==> src/rtl/qar_can_pkg.sv <==
// Shared constants for the CAN receive buffer.
// Register offsets, STATUS/CTRL bit positions and the frame record.
package qar_can_pkg;

  localparam int FRAME_W = 29 + 1 + 4 + 64;

  localparam logic [4:0] REG_STATUS = 5'h00;
  localparam logic [4:0] REG_CTRL   = 5'h00;
  localparam logic [4:0] REG_ID     = 5'h04;
  localparam logic [4:0] REG_DLC    = 5'h08;
  localparam logic [4:0] REG_DATA0  = 5'h0C;
  localparam logic [4:0] REG_DATA1  = 5'h10;

  localparam int ST_NEMPTY = 0;
  localparam int ST_FULL   = 1;
  localparam int ST_OVF    = 2;
  localparam int ST_CNT    = 8;
  localparam int ST_DROP   = 16;

  localparam int CTRL_POP   = 0;
  localparam int CTRL_CLR   = 1;
  localparam int CTRL_IRQEN = 2;

  typedef struct packed {
    logic [28:0] id;
    logic        ide;
    logic [3:0]  dlc;
    logic [63:0] data;
  } frame_t;

endpackage

==> src/rtl/qar_can_frame_fifo.sv <==
// Generic DEPTH x W synchronous FIFO; storage is not reset.
// push_i/wdata_i in, pop_i in, rdata_o head, full_o/empty_o/count_o.
module qar_can_frame_fifo #(
  parameter int DEPTH = 4,
  parameter int W     = 98,
  parameter int CNT_W = $clog2(DEPTH + 1)
) (
  input  logic             clk,
  input  logic             rst_n,
  input  logic             push_i,
  input  logic [W-1:0]     wdata_i,
  input  logic             pop_i,
  output logic [W-1:0]     rdata_o,
  output logic             full_o,
  output logic             empty_o,
  output logic [CNT_W-1:0] count_o
);

  localparam int PW = $clog2(DEPTH);

  logic [PW-1:0]    wr_q, rd_q;
  logic [CNT_W-1:0] cnt_q, cnt_d;
  logic [W-1:0]     mem_q [DEPTH];
  logic             do_push, do_pop;

  assign full_o  = (cnt_q == CNT_W'(DEPTH));
  assign empty_o = (cnt_q == '0);
  assign count_o = cnt_q;
  assign rdata_o = mem_q[rd_q];

  // A pop on a full FIFO frees the slot the same-cycle push lands in.
  assign do_pop  = pop_i & ~empty_o;
  assign do_push = push_i & (~full_o | do_pop);

  always_comb begin
    cnt_d = cnt_q;
    unique case ({do_push, do_pop})
      2'b10:   cnt_d = cnt_q + 1'b1;
      2'b01:   cnt_d = cnt_q - 1'b1;
      default: cnt_d = cnt_q;
    endcase
  end

  always_ff @(posedge clk or negedge rst_n) begin
    if (!rst_n) begin
      wr_q  <= '0;
      rd_q  <= '0;
      cnt_q <= '0;
    end else begin
      if (do_push) wr_q <= wr_q + 1'b1;
      if (do_pop)  rd_q <= rd_q + 1'b1;
      cnt_q <= cnt_d;
    end
  end

  always_ff @(posedge clk) begin
    if (do_push) mem_q[wr_q] <= wdata_i;
  end

endmodule

==> src/rtl/qar_can_rx_fifo.sv <==
// CAN receive frame buffer with a zero-wait MMIO register window.
// rx_* frame strobe in; reg_* bus; irq = irq_en & !empty.
module qar_can_rx_fifo
  import qar_can_pkg::*;
#(
  parameter int DEPTH = 4,
  parameter int CNT_W = $clog2(DEPTH + 1)
) (
  input  logic        clk,
  input  logic        rst_n,
  input  logic        rx_valid,
  input  logic [28:0] rx_id,
  input  logic        rx_ide,
  input  logic [3:0]  rx_dlc,
  input  logic [63:0] rx_data,
  input  logic        reg_valid,
  input  logic        reg_we,
  input  logic [4:0]  reg_addr,
  input  logic [31:0] reg_wdata,
  output logic        reg_ready,
  output logic [31:0] reg_rdata,
  output logic        irq
);

  frame_t           rx_f, head;
  logic             full, empty;
  logic [CNT_W-1:0] count;
  logic [2:0]       wsel;
  logic             ctrl_wr, pop_req, clr, drop;
  logic             ovf_q, ovf_d;
  logic [7:0]       drop_q, drop_d;
  logic             irq_en_q, irq_en_d;
  logic [31:0]      st;
  logic             unused;

  assign rx_f = '{id: rx_id, ide: rx_ide, dlc: rx_dlc, data: rx_data};

  qar_can_frame_fifo #(
    .DEPTH (DEPTH),
    .W     (FRAME_W),
    .CNT_W (CNT_W)
  ) u_fifo (
    .clk     (clk),
    .rst_n   (rst_n),
    .push_i  (rx_valid),
    .wdata_i (rx_f),
    .pop_i   (pop_req),
    .rdata_o (head),
    .full_o  (full),
    .empty_o (empty),
    .count_o (count)
  );

  assign wsel    = reg_addr[4:2];
  assign ctrl_wr = reg_valid & reg_we & (wsel == REG_CTRL[4:2]);
  assign pop_req = ctrl_wr & reg_wdata[CTRL_POP];
  assign clr     = ctrl_wr & reg_wdata[CTRL_CLR];
  // Full implies non-empty, so a same-cycle pop always makes room.
  assign drop    = rx_valid & full & ~pop_req;

  always_comb begin
    ovf_d    = ovf_q;
    drop_d   = drop_q;
    irq_en_d = irq_en_q;
    if (drop) begin
      ovf_d  = 1'b1;
      drop_d = (drop_q == 8'hFF) ? drop_q : drop_q + 8'd1;
    end
    if (clr) begin
      ovf_d  = 1'b0;
      drop_d = '0;
    end
    if (ctrl_wr) irq_en_d = reg_wdata[CTRL_IRQEN];
  end

  always_ff @(posedge clk or negedge rst_n) begin
    if (!rst_n) begin
      ovf_q    <= 1'b0;
      drop_q   <= '0;
      irq_en_q <= 1'b0;
    end else begin
      ovf_q    <= ovf_d;
      drop_q   <= drop_d;
      irq_en_q <= irq_en_d;
    end
  end

  always_comb begin
    st                 = '0;
    st[ST_NEMPTY]      = ~empty;
    st[ST_FULL]        = full;
    st[ST_OVF]         = ovf_q;
    st[ST_CNT +: CNT_W] = count;
    st[ST_DROP +: 8]   = drop_q;
  end

  // Head storage is unreset, so head words are masked when empty.
  always_comb begin
    reg_rdata = '0;
    if (reg_valid && !reg_we) begin
      unique case (1'b1)
        (wsel == REG_STATUS[4:2]):
          reg_rdata = st;
        (wsel == REG_ID[4:2]):
          reg_rdata = empty ? '0 : {2'b0, head.ide, head.id};
        (wsel == REG_DLC[4:2]):
          reg_rdata = empty ? '0 : {28'b0, head.dlc};
        (wsel == REG_DATA0[4:2]):
          reg_rdata = empty ? '0 : head.data[63:32];
        (wsel == REG_DATA1[4:2]):
          reg_rdata = empty ? '0 : head.data[31:0];
        default:
          reg_rdata = '0;
      endcase
    end
  end

  assign reg_ready = reg_valid;
  assign irq       = irq_en_q & ~empty;
  assign unused    = ^{reg_addr[1:0], reg_wdata[31:3]};

endmodule

==> config.mk <==
export PLATFORM = sky130hd
export DESIGN_NAME = qar_can_rx_fifo
export DESIGN_NICKNAME = d
export VERILOG_FILES = /design/src/rtl/qar_can_pkg.sv /design/src/rtl/qar_can_frame_fifo.sv /design/src/rtl/qar_can_rx_fifo.sv
export SDC_FILE = /design/constraint.sdc
export NUM_CORES = 1
export LEC_CHECK = 0
export CORE_ASPECT_RATIO = 1.4
export CORE_UTILIZATION = 30
export CTS_CLUSTER_SIZE = 14
export DETAILED_ROUTE_END_ITERATION = 10
export GPL_TIMING_DRIVEN = 0
export PLACE_DENSITY = 0.47
export SLEW_MARGIN = 0
export SYNTH_ARGS = -nofsm -noshare
export SYNTH_HDL_FRONTEND = slang
export SYNTH_HIERARCHICAL = 1
export SYNTH_SLANG_ARGS = --single-unit
==> constraint.sdc <==
create_clock -name clk -period 4.75 [get_ports clk]
set_clock_uncertainty 0.15 [all_clocks]
set_input_delay 0.475 -clock clk [delete_from_list [all_inputs] [get_ports clk]]
set_output_delay 0.475 -clock clk [all_outputs]
set_load 0.02 [all_outputs]
# Word level (Yosys, flattened, before mapping)
# Memories as Yosys holds them, arrays and structs flattened.
# Cells that the tools add are included.
# word_totals
register_bits	17
latch_bits	0
mem_bits_rw	392
romBits	0
inputBits	140
output_inout_bits	34
wordCells	55
mem_count	1
# classes
addsub	5
multipliers	0
div_mod_pow	0
n_lt_le_gt_ge	0
eq_ne	9
shift	0
mux	14
bitwise	13
n_reduce_logical	7
# memory_table
name	depth	width	rd	rd_clocked_by_memory_dff	write_ports	line_no	source
u_fifo.mem_q	4	98	1	0	1	qar_can_frame_fifo.sv:23	logic [W-1:0] mem_q [DEPTH];
# op_table
op	count
32-bit one-hot mux with 5 select lines	1
32-bit two-way mux	3
30-bit two-way mux	1
8-bit two-way mux	3
1-bit bitwise AND	9
8-bit by 1-bit adder with 8-bit output, second input constant	1
8-bit equality test, second input constant	1
3-bit by 2-bit equality test with 1-bit output, second input constant	2
3-bit equality test, second input constant	2
3-bit logical NOT	2
3-bit one-hot mux with 2 select lines	1
2-bit by 1-bit adder with 2-bit output, second input constant	2
1-bit two-way mux	4
4-bit two-way mux	1
2-bit nonzero test	2
3-bit by 1-bit adder with 3-bit output, second input constant	1
3-bit by 1-bit equality test with 1-bit output, second input constant	1
1-bit NOT	3
3-bit by 1-bit subtractor with 3-bit output, second input constant	1
2-bit by 1-bit equality test with 1-bit output, second input constant	1
2-bit equality test, second input constant	1
2-bit inequality test, second input constant	1
2-bit AND reduction	1
1-bit logical AND	1
2 further kinds	2

# Depth between registers and ports, before layout
# Gate-level depths: netlist of run 1.
# logic_depth
word_depth	8
depth_mapped	8
depth_no_buf	8

# Hierarchy
# Netlist of run 1, hierarchy kept.
# modules_own_cells
mod	instances	cells_per_inst	area_each_um2	seq_area_each_um2
qar_can_frame_fifo	1	566	14606.5	11946.5
qar_can_rx_fifo	1	208	1492.7	250.2

# Worst setup path after synthesis of run 1
# Ideal clock, no wire load.
# synth_path
kind	input port to flip-flop
from	in reg_addr[3]
to	mem u_fifo.mem_q[0][0] (enable)
setup_ps	414
arrival_time_ps	2682
required_time_ps	4186
setup_slack_ps	1504
cell_stages	5
path_buffers	1
cell_sequence	nor4b_2 and3_1 buf_6 o21a_4 and2_2
# synth_via
elab_chain_len	8
# synth_rtl
element	line_no	source
start: declaration	qar_can_rx_fifo.sv:18	input logic [4:0] reg_addr,
3-bit logical NOT	qar_can_rx_fifo.sv:55	assign ctrl_wr = reg_valid & reg_we & (wsel == REG_CTRL[4:2]);
1-bit bitwise AND	qar_can_rx_fifo.sv:55	
1-bit bitwise AND	qar_can_rx_fifo.sv:56	assign pop_req = ctrl_wr & reg_wdata[CTRL_POP];
net pop_req	qar_can_rx_fifo.sv:29	logic ctrl_wr, pop_req, clr, drop;
1-bit bitwise AND	qar_can_frame_fifo.sv:32	assign do_pop = pop_i & ~empty_o;
1-bit OR	qar_can_frame_fifo.sv:33	assign do_push = push_i & (~full_o | do_pop);
1-bit bitwise AND	qar_can_frame_fifo.sv:33	
1-bit two-way mux	qar_can_frame_fifo.sv:57	if (do_push) mem_q[wr_q] <= wdata_i;
1-bit two-way mux (not written as such)	qar_can_frame_fifo.sv:57	
end: declaration	qar_can_frame_fifo.sv:23	
# The timed path passes the listed nets, and every way through them passes these cells.

==> results of run 1 <==
==> registers in the layout, summed over array words and instances (netlist names) <==
register / flops
drop_q: 8
u_fifo/wr_q: 2
u_fifo/rd_q: 2
ovf_q: 1
irq_en_q: 1
u_fifo/mem_q: 392
u_fifo/count_o: 3
==> logic make-up (layout without fill, tap and decap cells) <==
logic type               after synthesis  after routing
buffers and inverters                 56            273
AND/OR/NAND/NOR                       93             93
AO/OA/AOI/OAI                        100            100
other                                  0              1
flip-flops                           409            409
adder cells (fa/ha/maj)                6              6
multiplexers                         105            105
XOR/XNOR                               5              5
==> synthesized netlist by cell type, types with 3 or more instances <==
library cell    n  area (sq um)
clkbuf_1       15          56.3
buf_4           3          22.5
edfxtp_1      392         11800
and3_1          4          25.0
nand3b_1        5          37.5
ha_1            5          62.6
mux4_2         98          2210
a22o_1         27           236
nor2b_1         6          37.5
inv_1          11          41.3
nor2_1         23          86.3
a22oi_1        28           210
o21ai_0        13          65.1
o21ai_1         6          30.0
nand2b_1        5          31.3
a21oi_1         5          25.0
and2_2          4          30.0
xnor2_1         3          26.3
dfrtp_1        17           425
buf_2          23           115
mux2i_1         4          40.0
nand3_1        11          55.1
nand2_1        21          78.8
a21boi_0        3          22.5
==> how the worst min path moves through the flow <==
| stage | cells past startpoint | slack, ns | to |
|---|---|---|---|
| after floorplan | 0 | 0.03 | drop_q[0]$_DFFE_PN0P_ |
| after global placement | 1 | 0.33 | irq_en_q$_DFFE_PN0N_ |
| final | 1 | 0.30 | drop_q[5]$_DFFE_PN0P_ |
| after detailed placement | 1 | 0.33 | irq_en_q$_DFFE_PN0N_ |
| after CTS | 1 | 0.31 | drop_q[5]$_DFFE_PN0P_ |
| after global routing | 1 | 0.37 | u_fifo/wr_q[0]$_DFFE_PN0P_ |
==> critical path, stage by stage, from the launching register on <==
cell and delay (ns):
dfrtp_1 0.32, buf_2 0.20, clkbuf_1 0.78, mux4_2 0.36, a22o_1 0.16, a22oi_1 0.08
o21ai_0 0.47, clkdlybuf4s50_1 0.71
==> power breakdown <==
part           total (mW)  internal (mW)  switching (mW)
clock network        2.98           1.68            1.30
logic                2.61           1.17            1.44
registers            4.89           4.72           0.167
==> placed cells by master, fill, tap and decap left out, types with 13 or more instances in the layout <==
master	n
mux4_2	98
edfxtp_1	392
buf_2	23
dfrtp_1	17
clkbuf_1	23
nand2_1	21
nor2_1	23
o21ai_0	13
a22o_1	27
clkdlybuf4s50_1	142
clkbuf_16	41
a22oi_1	28
==> per-stage QoR <==
stage          setup TNS, ns  power [mW]  util, %
3_3_place_gp         -146.89        7.61     34.7
6_report                   0        10.5     37.3
2_1_floorplan              0        6.64        -
5_1_grt                    0        11.0     37.3
4_1_cts                    0        10.7     37.3
3_5_place_dp               0        7.67     35.0
==> cell type report <==
type / instances / area [sq um] / area share (%)
clock inverter: 20 / 148 / 0.746
clock buffer: 49 / 1060 / 5.34
multi-input combinational: 309 / 3650 / 18.4
timing repair buffer: 148 / 1580 / 7.98
tap: 714 / 893 / 4.52
antenna: 1 / 2.50 / 0.0126
inverter: 12 / 45.0 / 0.228
buffer: 44 / 213 / 1.08
sequential: 409 / 12200 / 61.7
==> routing by layer <==
metal | up-vias | track usage, %
met5 | - | 0
met4 | 2 | 4.17
met3 | 46 | 2.27
met2 | 191 | 27.0
met1 | 4352 | 19.4
li1 | 3599 | -
==> results.txt, run 1 <==
----------------------------------------------------
[Clocking]
  Post-CTS Hold Buffers ... 0
  Number of buffers inserted during clock tree synthesis ... 40
  Number of buffers between clock root and the deepest sink ... 3
  Number of H-tree levels ... 2
  Clock tree root driver cell ... clkbuf_16
  Post-CTS Setup Repair Bufs ... 0
  Post-CTS clock slew at the launch and capture registers of the worst setup and hold paths ... 0.06 ns
  Insertion delay to the later sink of the worst-skew pair ... 0.55 ns
  TritonCTS clock tree ... built
  Clock Sink Count ... 409
  Resized Gates After CTS ... 0

[Synth]
  Nets in the synthesized netlist ... 920
  Number of flip-flops and latches in the synthesized netlist ... 409
  Simple-gate portion of the synthesized area ... 3.01%
  Portion of the post-synthesis area used by sequential elements ... 75.8%
  Top_reg_cell synth ... edfxtp_1
  YS warnings ... 6
  Adder and majority cell fraction of the synthesized area ... 0.513%
  Mapped Area ... 16100 sq um
  Main combinational cell family by area after synthesis ... multiplexers
  Number of unique standard cell types used by synthesis ... 55
  Post-synthesis async set-or-reset flop share ... 4.16%
  XOR/XNOR share of the synthesized area ... 0.272%
  Number of synthesized flops with an enable pin ... 392
  Multiplexer share of the synthesized area ... 14.2%
  Area fraction in compound gates after synthesis ... 4.66%
  Post-synthesis instance total ... 774
  Synth Area per Inst ... 20.8 sq um

[Drt]
  Post-detailed-route count of antenna-violating nets ... 0
  Top sig layer ... met5
  Met1 wire length ... 17.0 mm
  Length of the first detailed-routing pass in iterations ... 5
  Routed wirelength normalized by instance count ... 23.9 um
  Amount of wire on met2 after detailed routing ... 21.3 mm
  Total via count in the routed design ... 8190
  Residual DRC ... 0
  Final wirelength ... 40.8 mm
  Met3 WL post-DR ... 1.66 mm
  Number of DRC markers in iteration 0 ... 578
  Via-to-Cell Ratio ... 4.80

[Place]
  Total placed cells including tap cells ... 1636
  Number of buffers inserted by port buffering ... 142
  Final Wtd Congestion ... 0.736
  HPWL after DPL ... 26.0 mm
  Area post-placement ... 18600 sq um
  Worst slack at placement ... 0.402 ns

[Cells and area]
  Final std cell area, no fill ... 19800 sq um
  Post-synthesis to final-layout area growth ... 22.9%
  Filler Cell Count ... 4986
  # nets final ... 1110
  Final cell count without fillers ... 1706
  Layout cell share with drive strength beyond 1 ... 19.9%

[Die]
  Placeable Area ... 53100 sq um
  Width of the die ... 198 um
  Cell Rows ... 100
  Die span in y ... 276 um
  Number of primary I/O pins ... 174
  Initial cell density of the core ... 30.3%
  Die Area ... 54600 sq um

[Global routing]
  Largest net degree at the start of global routing ... 52
  Via count of the first global-routing pass ... 8870
  Global router's overall resource usage ... 15.3%
  Wire length of the first global-routing pass ... 60.4 mm
  Overall overflow remaining after global route ... 0
  Antenna violations before repair ... 3

[Worst setup path]
  Type of the worst setup path ... flop to output port
  Maximum net fanout on the critical path ... 10
  CP arrival ... 3.64 ns
  Crit path capture ... reg_rdata[17]
  R2R depth ... 4
  Minimum setup slack among reg-to-reg paths ... 2.26 ns
  Worst path required time ... 4.12 ns
  Crit path launch type ... flop
  Startpoint of the most critical setup path ... u_fifo/rd_q[1]$_DFFE_PN0N_
  Reg-to-Reg End ... u_fifo/mem_q[2][13]$_DFFE_PP_
  Element type at the critical path end ... output port
  Launch instance of the worst register-to-register path ... u_fifo/count_o[2]$_DFFE_PN0P_

[Pwr]
  Power density over the cells ... 530 nW/um^2
  Leakage power ... 6.22 nW
  Worst IR Drop VDD ... 0.211 mV

[STA]
  Count of endpoints failing hold in the final timing report ... 0
  # setup viols final ... 0
  Peak Freq ... 0.235 GHz
  Final slew viol count ... 0
  Post-Route Hold Slack ... 0.301 ns
  Final setup margin ... 0.488 ns
  Post-route clock period utilization ... 89.7%
  Post-layout minimum cycle time ... 4.26 ns
  Max transition margin ... 32.5%
  Slew @ Worst Pin ... 1.01 ns
  Setup repair after global routing missed its margin ... no

[Outcome]
  Status ... completed

[Flow run]
  Max-cap check violation count ... 0

[Hold path]
  Tightest Hold Check Type ... input pin to async pin

----------------------------------------------------
No activity file was read; power rests on OpenSTA's default activity.
==> run 2: changes to the inputs <==
--- a/config.mk
+++ b/config.mk
@@ -5,6 +5,7 @@
 export SDC_FILE = /design/constraint.sdc
 export NUM_CORES = 1
 export LEC_CHECK = 0
+export ABC_AREA = 1
 export CORE_ASPECT_RATIO = 1.4
 export CORE_UTILIZATION = 30
 export CTS_CLUSTER_SIZE = 14
==> results.txt, run 2 <==
----------------------------------------------------
[Clocking]
  Number of H-tree levels ... 2
  Clock Sink Count ... 409
  Number of buffers inserted during clock tree synthesis ... 41
  Insertion delay to the later sink of the worst-skew pair ... 0.54 ns
  Number of buffers between clock root and the deepest sink ... 3
  Clock tree root driver cell ... clkbuf_16
  Post-CTS clock slew at the launch and capture registers of the worst setup and hold paths ... 0.06 ns
  Post-CTS Setup Repair Bufs ... 0
  Post-CTS Hold Buffers ... 0
  TritonCTS clock tree ... built
  Resized Gates After CTS ... 0

[Flow run]
  Max-cap check violation count ... 0

[Cells and area]
  Filler Cell Count ... 5241
  Reg with most FFs ... u_fifo/mem_q
  Register cell area after layout ... 12200 sq um
  Layout Utilization ... 37.9%
  Most common cell after layout, fill and taps aside ... edfxtp_1
  Layout cell share with drive strength beyond 1 ... 8.46%
  Final std cell area, no fill ... 20500 sq um
  Highest-count cells in the layout ignoring fill and taps ... edfxtp_1 (392), nor2_1 (221), nand2_1 (184)
  # nets final ... 1663
  Area occupied by multi-input gates ... 3690 sq um
  Final cell count without fillers ... 2270
  Post-synthesis to final-layout area growth ... 24.7%
  Largest register FFs ... 392

[Global routing]
  Global router's overall resource usage ... 18.1%
  Overall overflow remaining after global route ... 0
  Wire length of the first global-routing pass ... 73.4 mm
  Largest net degree at the start of global routing ... 24
  Via count of the first global-routing pass ... 11219
  Antenna violations before repair ... 1

[Drt]
  Length of the first detailed-routing pass in iterations ... 5
  Routed wirelength normalized by instance count ... 22.3 um
  Number of DRC markers in iteration 0 ... 934
  Final wirelength ... 50.6 mm
  Post-detailed-route count of antenna-violating nets ... 0
  Total via count in the routed design ... 11055
  Via-to-Cell Ratio ... 4.87
  Residual DRC ... 0

[Worst setup path]
  CP bufs+invs ... 5
  Type of the worst setup path ... flop to output port
  Maximum net fanout on the critical path ... 10
  R2R depth ... 7
  Reg-to-Reg End ... u_fifo/mem_q[2][46]$_DFFE_PP_
  Worst path required time ... 4.12 ns
  Crit path cell chain ... buf_6 > buf_6 > inv_6 > clkbuf_1 > o21ai_0 > o22ai_1 > nand4_1 > nand3_1 > nor2_1 > nor2_1 > clkdlybuf4s50_1
  CP arrival ... 3.54 ns
  Launch instance of the worst register-to-register path ... u_fifo/count_o[0]$_DFFE_PN0P_
  Delay of the slowest cell on the worst path ... 0.66 ns
  Crit path launch type ... flop
  Slowest library cell on the worst path ... clkdlybuf4s50_1
  Element type at the critical path end ... output port
  Kind of cell adding the most delay to the critical path ... buffers and inverters
  Minimum setup slack among reg-to-reg paths ... 2.31 ns

[Hold path]
  Tightest Hold Check Type ... input pin to async pin

[Synth]
  Nets in the synthesized netlist ... 1459
  Top_reg_cell synth ... edfxtp_1
  Most frequently used cell type in the post-synthesis netlist ... edfxtp_1
  Synth Area per Inst ... 12.6 sq um
  Cell types with the highest counts after synthesis ... edfxtp_1 (392), nor2_1 (225), nand2_1 (184), o21ai_0 (174), o22ai_1 (98)
  Fraction of synthesized cell area taken by the top area cell type ... 71.4%
  Number of flip-flops and latches in the synthesized netlist ... 409
  Post-synthesis instance total ... 1313
  Number of unique standard cell types used by synthesis ... 32
  YS warnings ... 6
  Mapped Area ... 16500 sq um
  Post-synthesis async set-or-reset flop share ... 4.16%
  Biggest area consumer among synthesized cells ... edfxtp_1
  Top cells by area in the synthesized netlist ... edfxtp_1 (71%), o21ai_0 (5.3%), nor2_1 (5.1%), nand2_1 (4.2%), o22ai_1 (3.7%)
  Number of synthesized flops with an enable pin ... 392
  Portion of the post-synthesis area used by sequential elements ... 74.0%

[Place]
  Total placed cells including tap cells ... 2195
  Area post-placement ... 19300 sq um
  Number of buffers inserted by port buffering ... 142
  Final Wtd Congestion ... 0.812
  HPWL after DPL ... 35.7 mm

[Pwr]
  Int Pwr ... 7.62 mW
  Switching share of power ... 34.2%
  Power density over the cells ... 563 nW/um^2
  Portion of total power attributed to the clock network ... 27.1%
  Net Sw Power ... 3.96 mW
  Portion of total power attributed to sequential cells ... 42.3%
  Worst IR Drop VDD ... 0.230 mV
  Overall power consumption ... 11.6 mW
  Combinational fraction of design power ... 30.6%
  Leakage power ... 6.96 nW

[STA]
  Slew @ Worst Pin ... 0.867 ns
  Post-route clock period utilization ... 87.6%
  Post-layout minimum cycle time ... 4.16 ns
  Count of endpoints failing hold in the final timing report ... 0
  Max transition margin ... 42.0%
  Final slew viol count ... 0
  Setup repair after global routing missed its margin ... no
  Final-layout setup total negative slack ... 0 ns
  # setup viols final ... 0
  Peak Freq ... 0.240 GHz

[Die]
  Width of the die ... 200 um
  Initial cell density of the core ... 30.4%
  Die Area ... 55900 sq um
  Cell Rows ... 101
  Placeable Area ... 54200 sq um
  Die span in y ... 279 um
  Number of primary I/O pins ... 174

[Outcome]
  Status ... completed

----------------------------------------------------
[run 2: cell count changes after synthesis, sizes merged, moves of 6 or more]
cell | before | now
a22o | 27 | 0
a22oi | 28 | 0
a31oi | 1 | 10
buf | 29 | 38
clkbuf | 15 | 39
inv | 12 | 41
mux4 | 98 | 0
nand2 | 21 | 186
nand3 | 11 | 32
nor2 | 23 | 228
nor2b | 6 | 0
o21ai | 19 | 208
o22ai | 2 | 98
[run 2: final cells by class]
type | instances | area share [%]
Clock inverter | 25 | 1.06
Antenna cell | 1 | 0.0122
Timing Repair Buffer | 161 | 9.06
Tap cell | 721 | 4.39
Clock buffer | 49 | 5.14
Inverter | 41 | 0.773
Sequential cell | 409 | 59.4
Buffer | 77 | 2.23
Multi-Input combinational cell | 786 | 18.0
[run 2: kinds of logic (layout without fill, tap and decap cells)]
logic type               count (synthesis)  in the layout  synth area share, %
AND/OR/NAND/NOR                        456            456                 10.9
flip-flops                             409            409                 74.0
AO/OA/AOI/OAI                          319            319                 10.5
buffers and inverters                  118            353                 3.75
adder cells (fa/ha/maj)                  6              6                0.501
XOR/XNOR                                 5              5                0.266
other                                    0              1                    0
[run 2: layer usage]
layer	up-vias	global-route usage, %	part of all wire, %
met5	-	0	0.030
met4	2	5.52	2.4
met3	62	2.43	4.5
met2	324	31.6	51
met1	5509	23.2	42
li1	5158	-	-
[run 2: power groups by stage]
stage | combinational, mW | clock (mW) | sequential [mW]
floorplan | 1.92 | 0 | 5.04
detailed placement | 3.57 | 0 | 4.97
finish | 3.55 | 3.13 | 4.90
global placement | 3.29 | 0 | 5.19
global route | 3.83 | 3.33 | 4.95
CTS | 3.58 | 3.20 | 4.90
[run 2: stage by stage]
stage          setup slack, ns  hold WS [ns]
6_report                 0.588         0.277
3_3_place_gp             -6.04         0.337
3_5_place_dp             0.888         0.346
2_1_floorplan            -1.05        0.0294
5_1_grt                  0.458         0.346
4_1_cts                  0.581         0.307
[run 2: worst max path at each step]
stage / from / endpoint / slack [ns] / cells past startpoint
global placement: reg_addr[3] / u_fifo/mem_q[3][5]$_DFFE_PP_ / -6.04 / 6
global route: u_fifo/rd_q[0]$_DFFE_PN0N_ / reg_rdata[16] / 0.46 / 11
finish: u_fifo/rd_q[0]$_DFFE_PN0N_ / reg_rdata[0] / 0.59 / 11
CTS: u_fifo/rd_q[0]$_DFFE_PN0N_ / reg_rdata[0] / 0.58 / 11
floorplan: reg_addr[3] / u_fifo/mem_q[0][0]$_DFFE_PP_ / -1.05 / 5
detailed placement: reg_valid / reg_rdata[10] / 0.89 / 11
